**src/rtl/mips_pkg.sv**
```systemverilog
// Shared encodings and constants for the five-stage MIPS pipeline.
package mips_pkg;
   localparam logic [1:0]  WB_ALU   = 2'b00;
   localparam logic [1:0]  WB_MEM   = 2'b01;
   localparam logic [1:0]  WB_LINK  = 2'b10;
   localparam logic [4:0]  REG_ZERO = 5'd0;
   localparam logic [31:0] RESET_PC = 32'h0000_3000;
endpackage

```
**src/rtl/wb_stage_grf.sv**
```systemverilog
// 32x32 general register file: one write port, two read ports that bypass the
// same-cycle write so D sees a zero read-after-write latency.
module grf
   import mips_pkg::*;
(
   input  logic        clk,
   input  logic        reset,
   input  logic        we_i,
   input  logic [4:0]  a3_i,
   input  logic [31:0] wd_i,
   input  logic [4:0]  a1_i,
   input  logic [4:0]  a2_i,
   output logic [31:0] rd1_o,
   output logic [31:0] rd2_o
);
   logic [31:0] regs_q [32];

   always_ff @(posedge clk) begin
      if (reset) begin
         for (int i = 0; i < 32; i++) regs_q[i] <= '0;
      end else if (we_i && (a3_i != REG_ZERO)) begin
         regs_q[a3_i] <= wd_i;
      end
   end

   always_comb begin
      rd1_o = regs_q[a1_i];
      rd2_o = regs_q[a2_i];
      if (a1_i == REG_ZERO)                rd1_o = '0;
      else if (we_i && (a3_i == a1_i))     rd1_o = wd_i;
      if (a2_i == REG_ZERO)                rd2_o = '0;
      else if (we_i && (a3_i == a2_i))     rd2_o = wd_i;
   end
endmodule

```
**src/rtl/wb_stage.sv**
```systemverilog
// Writeback stage: selects the writeback value, commits it to the GRF, and
// keeps a one-cycle-late commit trace plus a retired-instruction counter.
module wb_stage
   import mips_pkg::*;
#(
   parameter logic [31:0] RESET_PC = mips_pkg::RESET_PC
) (
   input  logic        clk,
   input  logic        reset,
   input  logic [31:0] PCW,
   input  logic [31:0] InstrW,
   input  logic [31:0] ResW,
   input  logic [31:0] RDW,
   input  logic [4:0]  A3W,
   input  logic [1:0]  MemtoRegW,
   input  logic        RegWriteW,
   input  logic [4:0]  A1,
   input  logic [4:0]  A2,
   output logic [31:0] RD1,
   output logic [31:0] RD2,
   output logic [31:0] WDW,
   output logic        commit_valid,
   output logic [31:0] commit_pc,
   output logic [4:0]  commit_reg,
   output logic [31:0] commit_data,
   output logic [31:0] retire_count
);
   logic        we;
   logic        retire;
   logic        cvalid_q;
   logic [31:0] cpc_q, cdata_q, retire_q, retire_d;
   logic [4:0]  creg_q;

   always_comb begin
      unique case (MemtoRegW)
         WB_MEM:  WDW = RDW;
         WB_LINK: WDW = PCW + 32'd8;
         default: WDW = ResW;   // 2'b11 is reserved and aliases the ALU path
      endcase
   end

   assign we       = RegWriteW && (A3W != REG_ZERO);
   // Bubbles are either a zero word or a PC below the reset vector.
   assign retire   = (InstrW != '0) && (PCW >= RESET_PC);
   assign retire_d = retire ? retire_q + 32'd1 : retire_q;

   grf u_grf (
      .clk   (clk),
      .reset (reset),
      .we_i  (we),
      .a3_i  (A3W),
      .wd_i  (WDW),
      .a1_i  (A1),
      .a2_i  (A2),
      .rd1_o (RD1),
      .rd2_o (RD2)
   );

   always_ff @(posedge clk) begin
      if (reset) begin
         cvalid_q <= 1'b0;
         cpc_q    <= '0;
         creg_q   <= '0;
         cdata_q  <= '0;
         retire_q <= '0;
      end else begin
         cvalid_q <= we;
         retire_q <= retire_d;
         if (we) begin
            cpc_q   <= PCW;
            creg_q  <= A3W;
            cdata_q <= WDW;
         end
      end
   end

   assign commit_valid = cvalid_q;
   assign commit_pc    = cpc_q;
   assign commit_reg   = creg_q;
   assign commit_data  = cdata_q;
   assign retire_count = retire_q;
endmodule
```
**config.mk**
```make
export PLATFORM = sky130hd
export DESIGN_NAME = wb_stage
export DESIGN_NICKNAME = d
export VERILOG_FILES = /design/src/rtl/mips_pkg.sv /design/src/rtl/wb_stage_grf.sv /design/src/rtl/wb_stage.sv
export SDC_FILE = /design/constraint.sdc
export NUM_CORES = 2
export LEC_CHECK = 0
export CORE_MARGIN = 10
export CORE_UTILIZATION = 56
export CTS_BUF_LIST = sky130_fd_sc_hd__clkbuf_8
export DETAILED_ROUTE_END_ITERATION = 8
export GPL_ROUTABILITY_DRIVEN = 0
export PLACE_DENSITY_LB_ADDON = 0.2
export RECOVER_POWER = 100
export SLEW_MARGIN = 20
export SYNTH_ARGS = -nofsm -noshare
export SYNTH_HDL_FRONTEND = slang
export SYNTH_SLANG_ARGS = --single-unit
```
**constraint.sdc**
```tcl
create_clock -name clk -period 2.94 [get_ports clk]
set_clock_uncertainty 0.05 [all_clocks]
set_input_delay 0.588 -clock clk [delete_from_list [all_inputs] [get_ports clk]]
set_output_delay 0.588 -clock clk [all_outputs]
set_load 0.01 [all_outputs]
```
==> run summary <==
Die Ht: 343 microns
cell breakdown of the critical path: buf_4 -> buf_4 -> nand2b_1 -> nor2_1 -> buf_4 -> a22oi_2 -> buf_4 -> nand4_1 -> nor2_2 -> a211oi_2 -> buf_6
failing checks: design-rule violations, negative setup slack
CP Data Required Time: 2.30 ns
via count: 48900
grt total ovfl: 0
Worst Setup SP: A2[3]
sum of buffers and inverters on the critical path: 5
Data arrival, critical path: 2.97 ns
num ports: 346
Synth cell types: 68
min cycle time layout: 3.60 ns
met2 usage: 0.579
Worst-Margin Slew: 1.22 ns
busiest metal layer after global routing: met2
FILL cells: 6123
area leader, netlist: edfxtp_1
Post-Synthesis Cell Area: 0.0583 sq mm
Max FO, Critical Path: 13
Avg WL per Cell: 35.3 microns
global-route wire length before repair: 339 mm
Mean Syn Cell Area: 13.3 sq um
Min-Delay Path Class: input port to flop
HPWL after detailed placement: 161 mm
slowest stage delay, CP: 0.54 ns
Peak VDD IR: 478 uV
CTS H-tree depth: 4
top post-synthesis cells by count: 1110 x nor2_1, 1024 x edfxtp_1, 470 x mux4_2, 272 x clkbuf_1, 207 x nand2_1
Top Family by Delay on Critical Path: buffers and inverters
met1 global-route usage: 0.481
layout cell share with drive strength beyond 1: 0.401
vias per cell: 7.06
total CTS buffers: 185
max-slew violation count: 0
Crit path top cell by count: buf_4
effective utilization at floorplan: 0.563
Startpoint Class: input port
DRC errors left: 38
CP Capture Point: RD2[12]
synth warn: 0
R2R Setup Slk: 0.77 ns
top_reg_cell synth: edfxtp_1
Port Buffers: 345
GR Util met3: 0.214
Post-synth EDFFs: 1024
Final Setup Violations: 81
clk_lat worst skew: 0.86 ns
Largest Register: u_grf.regs_q
Post-Layout Inst Area: 0.0774 sq mm
reg2reg path depth: 7
antenna violations before repair: 7
starting DRC count in detailed routing: 8148
clock root cell: clkbuf_8
GRT Total Usage: 0.406
setup ws final: -0.664 ns
core area: 0.103 sq mm
final hold viol count: 0
WHS Path Cells: 4
Worst Setup End Kind: output port
worst flop-to-flop path startpoint: retire_count[7]
vias in the first global route: 48500
largest net degree at the start of global routing: 68
dpl cell area: 0.0693 sq mm
slowest CP cell: a211oi_2
Pleak: 28.2 nW
final net count: 5560
Setup CP Type: input port to output port
Worst-path clk slew: 0.05 ns
Post-synth ARST share: 0
Seq/Total Area, Yosys: 0.563
die width: 343 microns
Layout area overhead: 32.8%
main area contributors after synthesis: edfxtp_1 53%, mux4_2 18%, nor2_1 7.1%
fmax: 277 MHz
CTS tree: built
status: complete, but fails checks
Pre-antenna DRT Iters: 9
RSZ-0062 raised after global routing: yes
Mapped Cells: 4395
pwr/cell area: 519 mW/mm^2
Crit. path cell count: 11
TNS Setup: -30.19 ns
WL final: 245 mm
Yosys top cell area share: 0.528
CTS Sinks: 1126
Die ar.: 0.117 sq mm
number of flip-flops in the largest register: 1024
reg2reg end: retire_count[31]
most common cell in the synthesized netlist: nor2_1
cell row count: 118
ANT nets after route: 0
final worst path period share: 1.23
Max clock buf depth: 3
Max Cap Violations: 0
Slew HR: 0.187
register bit total from synthesis: 1126
[per-layer routing]
layer,vias to the layer above,wire (microns)
li1,18700,-
met1,23700,74200
met2,5247,104000
met3,1243,47600
met4,16,18100
met5,-,530
[worst reg2reg max path, stage by stage (launching register included)]
cell     delay (ns)
dfxtp_1        0.45
nand4_1        0.21
or2_1          0.36
nor3_1         0.21
nand3_1        0.12
buf_4          0.16
or4_1          0.47
nand2_1        0.07
[how the worst min path moves through the flow]
stage	from	endpoint	slack, ns
CTS	PCW[20]	commit_pc[20]	0.01
global placement	commit_pc[19]	commit_pc[19]	0.39
detailed placement	commit_pc[22]	commit_pc[22]	0.40
floorplan	commit_pc[0]	commit_pc[0]	0.43
global route	PCW[20]	commit_pc[20]	0.07
finish	PCW[20]	commit_pc[20]	0.06
[where the power goes]
| part | total, W | switching (W) | internal [W] |
|---|---|---|---|
| logic | 0.00852 | 0.00471 | 0.00381 |
| clock network | 0.0128 | 0.00652 | 0.00630 |
| registers | 0.0188 | 0.000489 | 0.0183 |
[logic make-up after synthesis]
group / after synthesis / share of synthesized area
AOI/OAI and AO/OA: 481 / 0.0590
xor gates and xnor gates: 63 / 0.00947
adders and majority gates: 4 / 0.000859
buffers and inverters: 496 / 0.0407
DFF: 1126 / 0.563
muxes: 626 / 0.212
other: 1 / 0.0000644
and+or+nand+nor: 1598 / 0.115
[what timing repair did]
action                                  in CTS  in global routing
pin swaps                                  204                144
gates resized for setup                   1046                286
hold endpoints to repair                     6                  0
gates cloned                                 8                  4
endpoints found under the setup margin      96                 96
setup buffers                              136                 94
hold buffers                                 3                  0
[cell usage in the layout (no fill, tap or decap), types with 30 or more instances in the layout]
cell	synthesis	routed
edfxtp_1	1024	1024
nor2_1	1110	1097
clkbuf_8	0	196
nand2_1	207	164
a211oi_2	0	56
mux4_2	470	476
buf_2	79	60
nand2_2	0	40
mux2i_1	110	97
buf_6	27	140
nand2b_2	0	31
clkinv_1	1	34
buf_12	1	194
conb_1	1	32
buf_4	39	568
a21oi_1	98	66
nand4_1	30	30
a211oi_1	115	44
clkdlybuf4s50_1	0	203
dfxtp_1	102	102
buf_8	4	37
nand3_1	45	31
inv_1	49	83
a22oi_2	0	38
xnor2_1	49	32
[per-stage QoR]
stage / instances / worst slack [ns] / utilization / total power, W / hold slack, ns
after floorplan: 4426 / 0.00881 / - / 0.0224 / 0.431
after global routing: 6932 / -0.644 / 0.748 / 0.0410 / 0.0654
after CTS: 6863 / -0.759 / 0.732 / 0.0393 / 0.0143
after detailed placement: 6413 / -1.86 / 0.670 / 0.0263 / 0.398
final: 6935 / -0.664 / 0.748 / 0.0402 / 0.0636
after global placement: 6413 / -1.91 / 0.670 / 0.0261 / 0.392
[final cells by class]
| cell class | count | area, sq um | area share |
|---|---|---|---|
| repair buffers | 1241 | 13300 | 0.172 |
| flip-flops and latches | 1126 | 32800 | 0.424 |
| diodes | 6 | 15.0 | 0.000194 |
| multi-input cells | 2804 | 26000 | 0.336 |
| inverters | 50 | 250 | 0.00323 |
| clock buffers | 196 | 2700 | 0.0348 |
| well taps | 1380 | 1730 | 0.0223 |
| clock inverters | 132 | 629 | 0.00813 |
(Power assumes the default switching activity.)
